`src/rtl/burst_cache.sv`:
```
// Direct-mapped, write-back, write-allocate data cache between a 32-bit CPU word port
// and a 4-beat x 64-bit burst RAM. Hits complete combinationally; misses stall on busy.
module burst_cache #(
  parameter int LineIndexBitWidth  = 2,
  parameter int RamAddressBitWidth = 10,
  parameter int RamAddressingMode  = 3
) (
  input  logic                          clk,
  input  logic                          rst_n,
  input  logic                          enable,
  input  logic [31:0]                   address,
  output logic [31:0]                   data_out,
  output logic                          data_out_ready,
  input  logic [31:0]                   data_in,
  input  logic [3:0]                    write_enable,
  output logic                          busy,
  output logic                          br_cmd,
  output logic                          br_cmd_en,
  output logic [RamAddressBitWidth-1:0] br_addr,
  output logic [63:0]                   br_wr_data,
  output logic [7:0]                    br_data_mask,
  input  logic [63:0]                   br_rd_data,
  input  logic                          br_rd_data_valid,
  output logic [2:0]                    dbg_state
);
  localparam int Lines = 1 << LineIndexBitWidth;
  localparam int TagLo = 5 + LineIndexBitWidth;
  localparam int TagHi = RamAddressBitWidth + RamAddressingMode - 1;
  localparam int TagW  = TagHi - TagLo + 1;

  typedef enum logic [2:0] {IDLE, WB_CMD, WB_DATA, RD_CMD, RD_WAIT, DONE} state_t;

  state_t                       state_q, state_d;
  logic [1:0]                   beat_q, beat_d;
  logic [Lines-1:0]             valid_q, dirty_q;
  logic [TagW-1:0]              tag_q [Lines];
  logic [31:0]                  data_q [Lines][8];

  logic [LineIndexBitWidth-1:0] idx;
  logic [2:0]                   word;
  logic [TagW-1:0]              tag_in;
  logic                         hit, write_hit, fill_beat, fill_last;
  logic                         unused_addr_bits;

  assign idx              = address[TagLo-1:5];
  assign word             = address[4:2];
  assign tag_in           = address[TagHi:TagLo];
  assign unused_addr_bits = ^{address[31:TagHi+1], address[1:0]};

  assign hit          = enable && valid_q[idx] && (tag_q[idx] == tag_in);
  assign write_hit    = rst_n && (state_q == IDLE) && hit && (write_enable != 4'b0000);
  assign fill_beat    = (state_q == RD_WAIT) && br_rd_data_valid;
  assign fill_last    = fill_beat && (beat_q == 2'd3);
  assign data_out     = data_q[idx][word];
  assign br_data_mask = 8'h00;
  assign dbg_state    = state_q;

  always_comb begin
    state_d        = state_q;
    beat_d         = beat_q;
    busy           = 1'b0;
    data_out_ready = 1'b0;
    br_cmd         = 1'b0;
    br_cmd_en      = 1'b0;
    br_addr        = '0;
    br_wr_data     = '0;
    case (state_q)
      IDLE: begin
        if (enable && !hit) begin
          busy    = 1'b1;
          state_d = (valid_q[idx] && dirty_q[idx]) ? WB_CMD : RD_CMD;
        end else if (hit) begin
          data_out_ready = (write_enable == 4'b0000);
        end
      end
      WB_CMD: begin
        busy       = 1'b1;
        br_cmd     = 1'b1;
        br_cmd_en  = 1'b1;
        br_addr    = {tag_q[idx], idx, 2'b00};
        br_wr_data = {data_q[idx][1], data_q[idx][0]};
        beat_d     = 2'd1;
        state_d    = WB_DATA;
      end
      WB_DATA: begin
        busy       = 1'b1;
        br_wr_data = {data_q[idx][{beat_q, 1'b1}], data_q[idx][{beat_q, 1'b0}]};
        beat_d     = beat_q + 2'd1;
        if (beat_q == 2'd3) state_d = RD_CMD;
      end
      RD_CMD: begin
        busy      = 1'b1;
        br_cmd_en = 1'b1;
        br_addr   = {tag_in, idx, 2'b00};
        beat_d    = 2'd0;
        state_d   = RD_WAIT;
      end
      RD_WAIT: begin
        busy = 1'b1;
        if (br_rd_data_valid) begin
          beat_d = beat_q + 2'd1;
          if (beat_q == 2'd3) state_d = DONE;
        end
      end
      DONE: begin
        busy    = 1'b1;
        state_d = IDLE;
      end
      default: state_d = IDLE;
    endcase
    // Reset silences the port immediately, even while inputs are still held.
    if (!rst_n) begin
      busy           = 1'b0;
      data_out_ready = 1'b0;
      br_cmd         = 1'b0;
      br_cmd_en      = 1'b0;
    end
  end

  always_ff @(posedge clk or negedge rst_n) begin
    if (!rst_n) begin
      state_q <= IDLE;
      beat_q  <= 2'd0;
      valid_q <= '0;
      dirty_q <= '0;
    end else begin
      state_q <= state_d;
      beat_q  <= beat_d;
      if (fill_last) begin
        valid_q[idx] <= 1'b1;
        dirty_q[idx] <= 1'b0;
      end else if (write_hit) begin
        dirty_q[idx] <= 1'b1;
      end
    end
  end

  // Tag and data arrays keep their contents across reset; valid bits guard them.
  always_ff @(posedge clk) begin
    if (fill_beat) begin
      data_q[idx][{beat_q, 1'b0}] <= br_rd_data[31:0];
      data_q[idx][{beat_q, 1'b1}] <= br_rd_data[63:32];
    end
    if (fill_last) tag_q[idx] <= tag_in;
    if (write_hit) begin
      for (int b = 0; b < 4; b++) begin
        if (write_enable[b]) data_q[idx][word][8*b +: 8] <= data_in[8*b +: 8];
      end
    end
  end

endmodule

```
`config.mk`:
```
export PLATFORM = sky130hd
export DESIGN_NAME = burst_cache
export DESIGN_NICKNAME = d
export VERILOG_FILES = /design/src/rtl/burst_cache.sv
export SDC_FILE = /design/constraint.sdc
export NUM_CORES = 1
export LEC_CHECK = 0
export CORE_ASPECT_RATIO = 0.5
export CORE_MARGIN = 4
export CORE_UTILIZATION = 45
export CTS_CLUSTER_SIZE = 25
export DETAILED_ROUTE_END_ITERATION = 16
export GPL_ROUTABILITY_DRIVEN = 0
export SYNTH_ARGS = -nofsm -noshare
export SYNTH_HDL_FRONTEND = slang
export SYNTH_SLANG_ARGS = --single-unit
```
`constraint.sdc`:
```
create_clock -name clk -period 3.53 [get_ports clk]
set_input_delay 0.353 -clock clk [delete_from_list [all_inputs] [get_ports clk]]
set_output_delay 0.353 -clock clk [all_outputs]
set_load 0.05 [all_outputs]
```
==> impl_metrics.ini <==
[run_status]
status = finished, final reports clean

[global_route]
antenna_found_initial = 9
grt_max_degree = 67
grt_overflow = 0
grt_pass1_wl_mm = 206
grt_pass1_vias = 28000
grt_use_total = 0.256

[timing]
timing.final.crit_share = 0.966
slew_violations = 0
setup-tns-final_ps = 0
post-route-min-period_ps = 3410
layout_setup_ws_ps = 120
fin_hold_ws_ps = 89.7
fmax_mhz = 293
finalClockSkew_ps = 19.9
slew_headroom = 0.457
tightest_slew_ps = 812
setup_viol = 0
hold_viol = 0

[synth]
synth_seq_cells = 1061
post-synth-top-area-cell = edfxtp_1
synth_area_leaders = edfxtp_1 65%, mux4_2 15%, mux2_2 5.7%
netlist_instances = 2539
synth-seq-area-share = 0.661
syn_area_per_cell_um2 = 18.9
synth_cell_types = 41
yosys_warnings = 0
syn_area_um2 = 48100
synth_top_area_frac = 0.655

[power_and_ir_drop]
cellPowerDensity_nw_per_um2 = 570
leakage_nw = 18.5
ir_drop_mv = 0.568

[drt]
wl_mm = 146
m1WireLength_mm = 60.2
drt_iter0_drc = 3867
wl_met3_mm = 14.0
wl_met2_mm = 67.2
drc_errors = 0
viasPerCell = 6.41
num_vias = 28300
top_layer = met5
ant_nets = 0
drtPass1Iterations = 6
avgRoutedWirePerCell_um = 33.1

[floorplanning]
dieArea_um2 = 112000
core_area_um2 = 106000
initial_utilization = 0.456
dieWidth_um = 470
die_h_um = 239
ioPinCount = 257
row_count = 84

[setup_path]
critPathKind = flop to output port
cp.required_ps = 3180
max_stage_delay_ps = 590
crit_arrival_ps = 3060
crit_fanout = 12
cp_num_buf_inv = 2
path_cells = mux4_2 > xnor2_2 > nand4_4 > buf_16 > or4b_4 > nor2_4 > buf_12
crit_path_start_kind = flop
rrSetupSlack_ps = 130
cp_top_family = simple AND/OR/NAND/NOR gates
cpMaxStageDelayCell = or4b_4
cp-end-kind = output port

[placed_design]
dp_cells = 4222
placed_cell_area_um2 = 53400
place_ws_ps = 205
dp_hpwl_mm = 96.6
portBuffers = 225

[finish]
synthToLayoutAreaGrowth_pct = 18.1
finalInstanceArea_um2 = 56800
drive_gt1_frac = 0.375
nNetsFinal = 3048
instances_no_fill = 4409

[hold_path]
holdCritPathClass = input port to flop

[flow_run]
maxCapViolations = 0

[cts]
clk_pin_slew_ps = 60
clock_sinks = 1061
root_buffer = clkbuf_16
numCtsBuffers = 97
clkLatencyLatePin_ps = 700
h-tree-depth = 3
cts_buffer_depth = 3
cts_tree = built
## worst reg2reg max path: stages (launching register included)
cell	delay, ps
edfxtp_1	370
mux4_2	530
xnor2_2	200
nand4_4	170
buf_4	180
buf_4	170
bufbuf_16	350
or4_1	690
a21oi_1	230
buf_4	210
## routing by layer
metal  track usage  up-vias
li1              -    11500
met1         0.366    15000
met2         0.396     1505
met3        0.0624      298
met4        0.0718        2
met5             0        -
## metrics by stage
step           power (W)   util
3_3_place_gp      0.0217  0.506
3_5_place_dp      0.0217  0.506
6_report          0.0324  0.538
4_1_cts           0.0325  0.538
5_1_grt           0.0333  0.538
2_1_floorplan     0.0191      -
## cells in the final DEF (no fill, tap or decap), drive strengths merged, types with 4 or more instances in the layout
cell,instances
ha,4
o21ai,12
mux2i,8
edfxtp,1048
conb,10
or4,33
nor4,13
clkbuf,130
xnor2,6
a22o,64
a22oi,128
a21oi,132
clkdlybuf4s50,125
dfrtp,13
mux4,326
nor2,17
nor3b,5
nand3,37
or2,5
clkinv,35
nand4,34
inv,7
bufinv,11
nand2,17
buf,357
mux2,385
## flip-flops by register name, indices dropped and copies added (netlist names), named ones only
register / cells
tag_q: 24
valid_q: 4
beat_q: 2
data_q: 1024
dbg_state: 3
## cells by family after synthesis
kind of cell | count (synthesis) | share of synthesized area
flops | 1061 | 0.661
mux | 719 | 0.245
compound gates | 340 | 0.0473
fa+ha+maj | 4 | 0.00104
xor+xnor | 6 | 0.00109
simple gates | 180 | 0.0251
buf+inv | 228 | 0.0193
other cells | 1 | 0.0000780
## where the power goes
part	total, W	leakage, nW	switching [W]	internal (W)
Clock	0.0108	1.57	0.00467	0.00616
Sequential	0.0141	9.59	0.0000751	0.0140
Combinational	0.00746	7.35	0.00484	0.00263
## synth_stat cells (all sizes together)
cell and number:
ha 4, and3b 2, a22o 64, o2111ai 1, edfxtp 1048, mux2i 8, a21oi 132, mux4 326
clkbuf 148, inv 4, mux2 385, nand3 37, conb 1, and3 2, nand4 34, a31oi 1
xnor2 6, a22oi 128, nand2 17, and2 3, or4 33, or4b 1, nor3 3, dfrtp 13
o21ai 12, buf 76, nand3b 3, nor2b 3, nand2b 2, nor4 13, nor2 17, o211ai 2
nor3b 5, or2 5
## final cells by class
cell class,instances,area [um^2]
multi-input combinational,1259,15500
antenna,3,7.51
clock buffer,129,2700
timing repair buffer,485,4460
clock inverter,49,510
sequential,1061,31800
tap,1419,1780
inverter,4,20.0
fill,8362,48700
## path summary, 6_finish.rpt
path / from / to / cells after the start
worst min-delay path: address[6] / flop / 3
worst min register to register: valid_q[2]$_DFFE_PN0P_ / valid_q[2]$_DFFE_PN0P_ / 1
worst max register to register: tag_q[3][3]$_DFFE_PP_ / data_q[1][112]$_DFFE_PP_ / 9
min in group asynchronous: rst_n / dbg_state[0]$_DFFE_PN0P_ / 3
max in group asynchronous: rst_n / beat_q[0]$_DFFE_PN0P_ / 3
worst max-delay path: tag_q[3][3]$_DFFE_PP_ / data_out_ready / 7
## what timing repair did
item | CTS | global route
cloned | 1 | 1
hold buffers | 1 | 0
setup buffers | 1 | 2
resized for setup | 8 | 1
endpoints found under the hold margin | 13 | 0
pin swaps | 1 | 3
endpoints found under the setup margin | 1 | 2
Note: power is estimated with default switching activity, not from simulation.
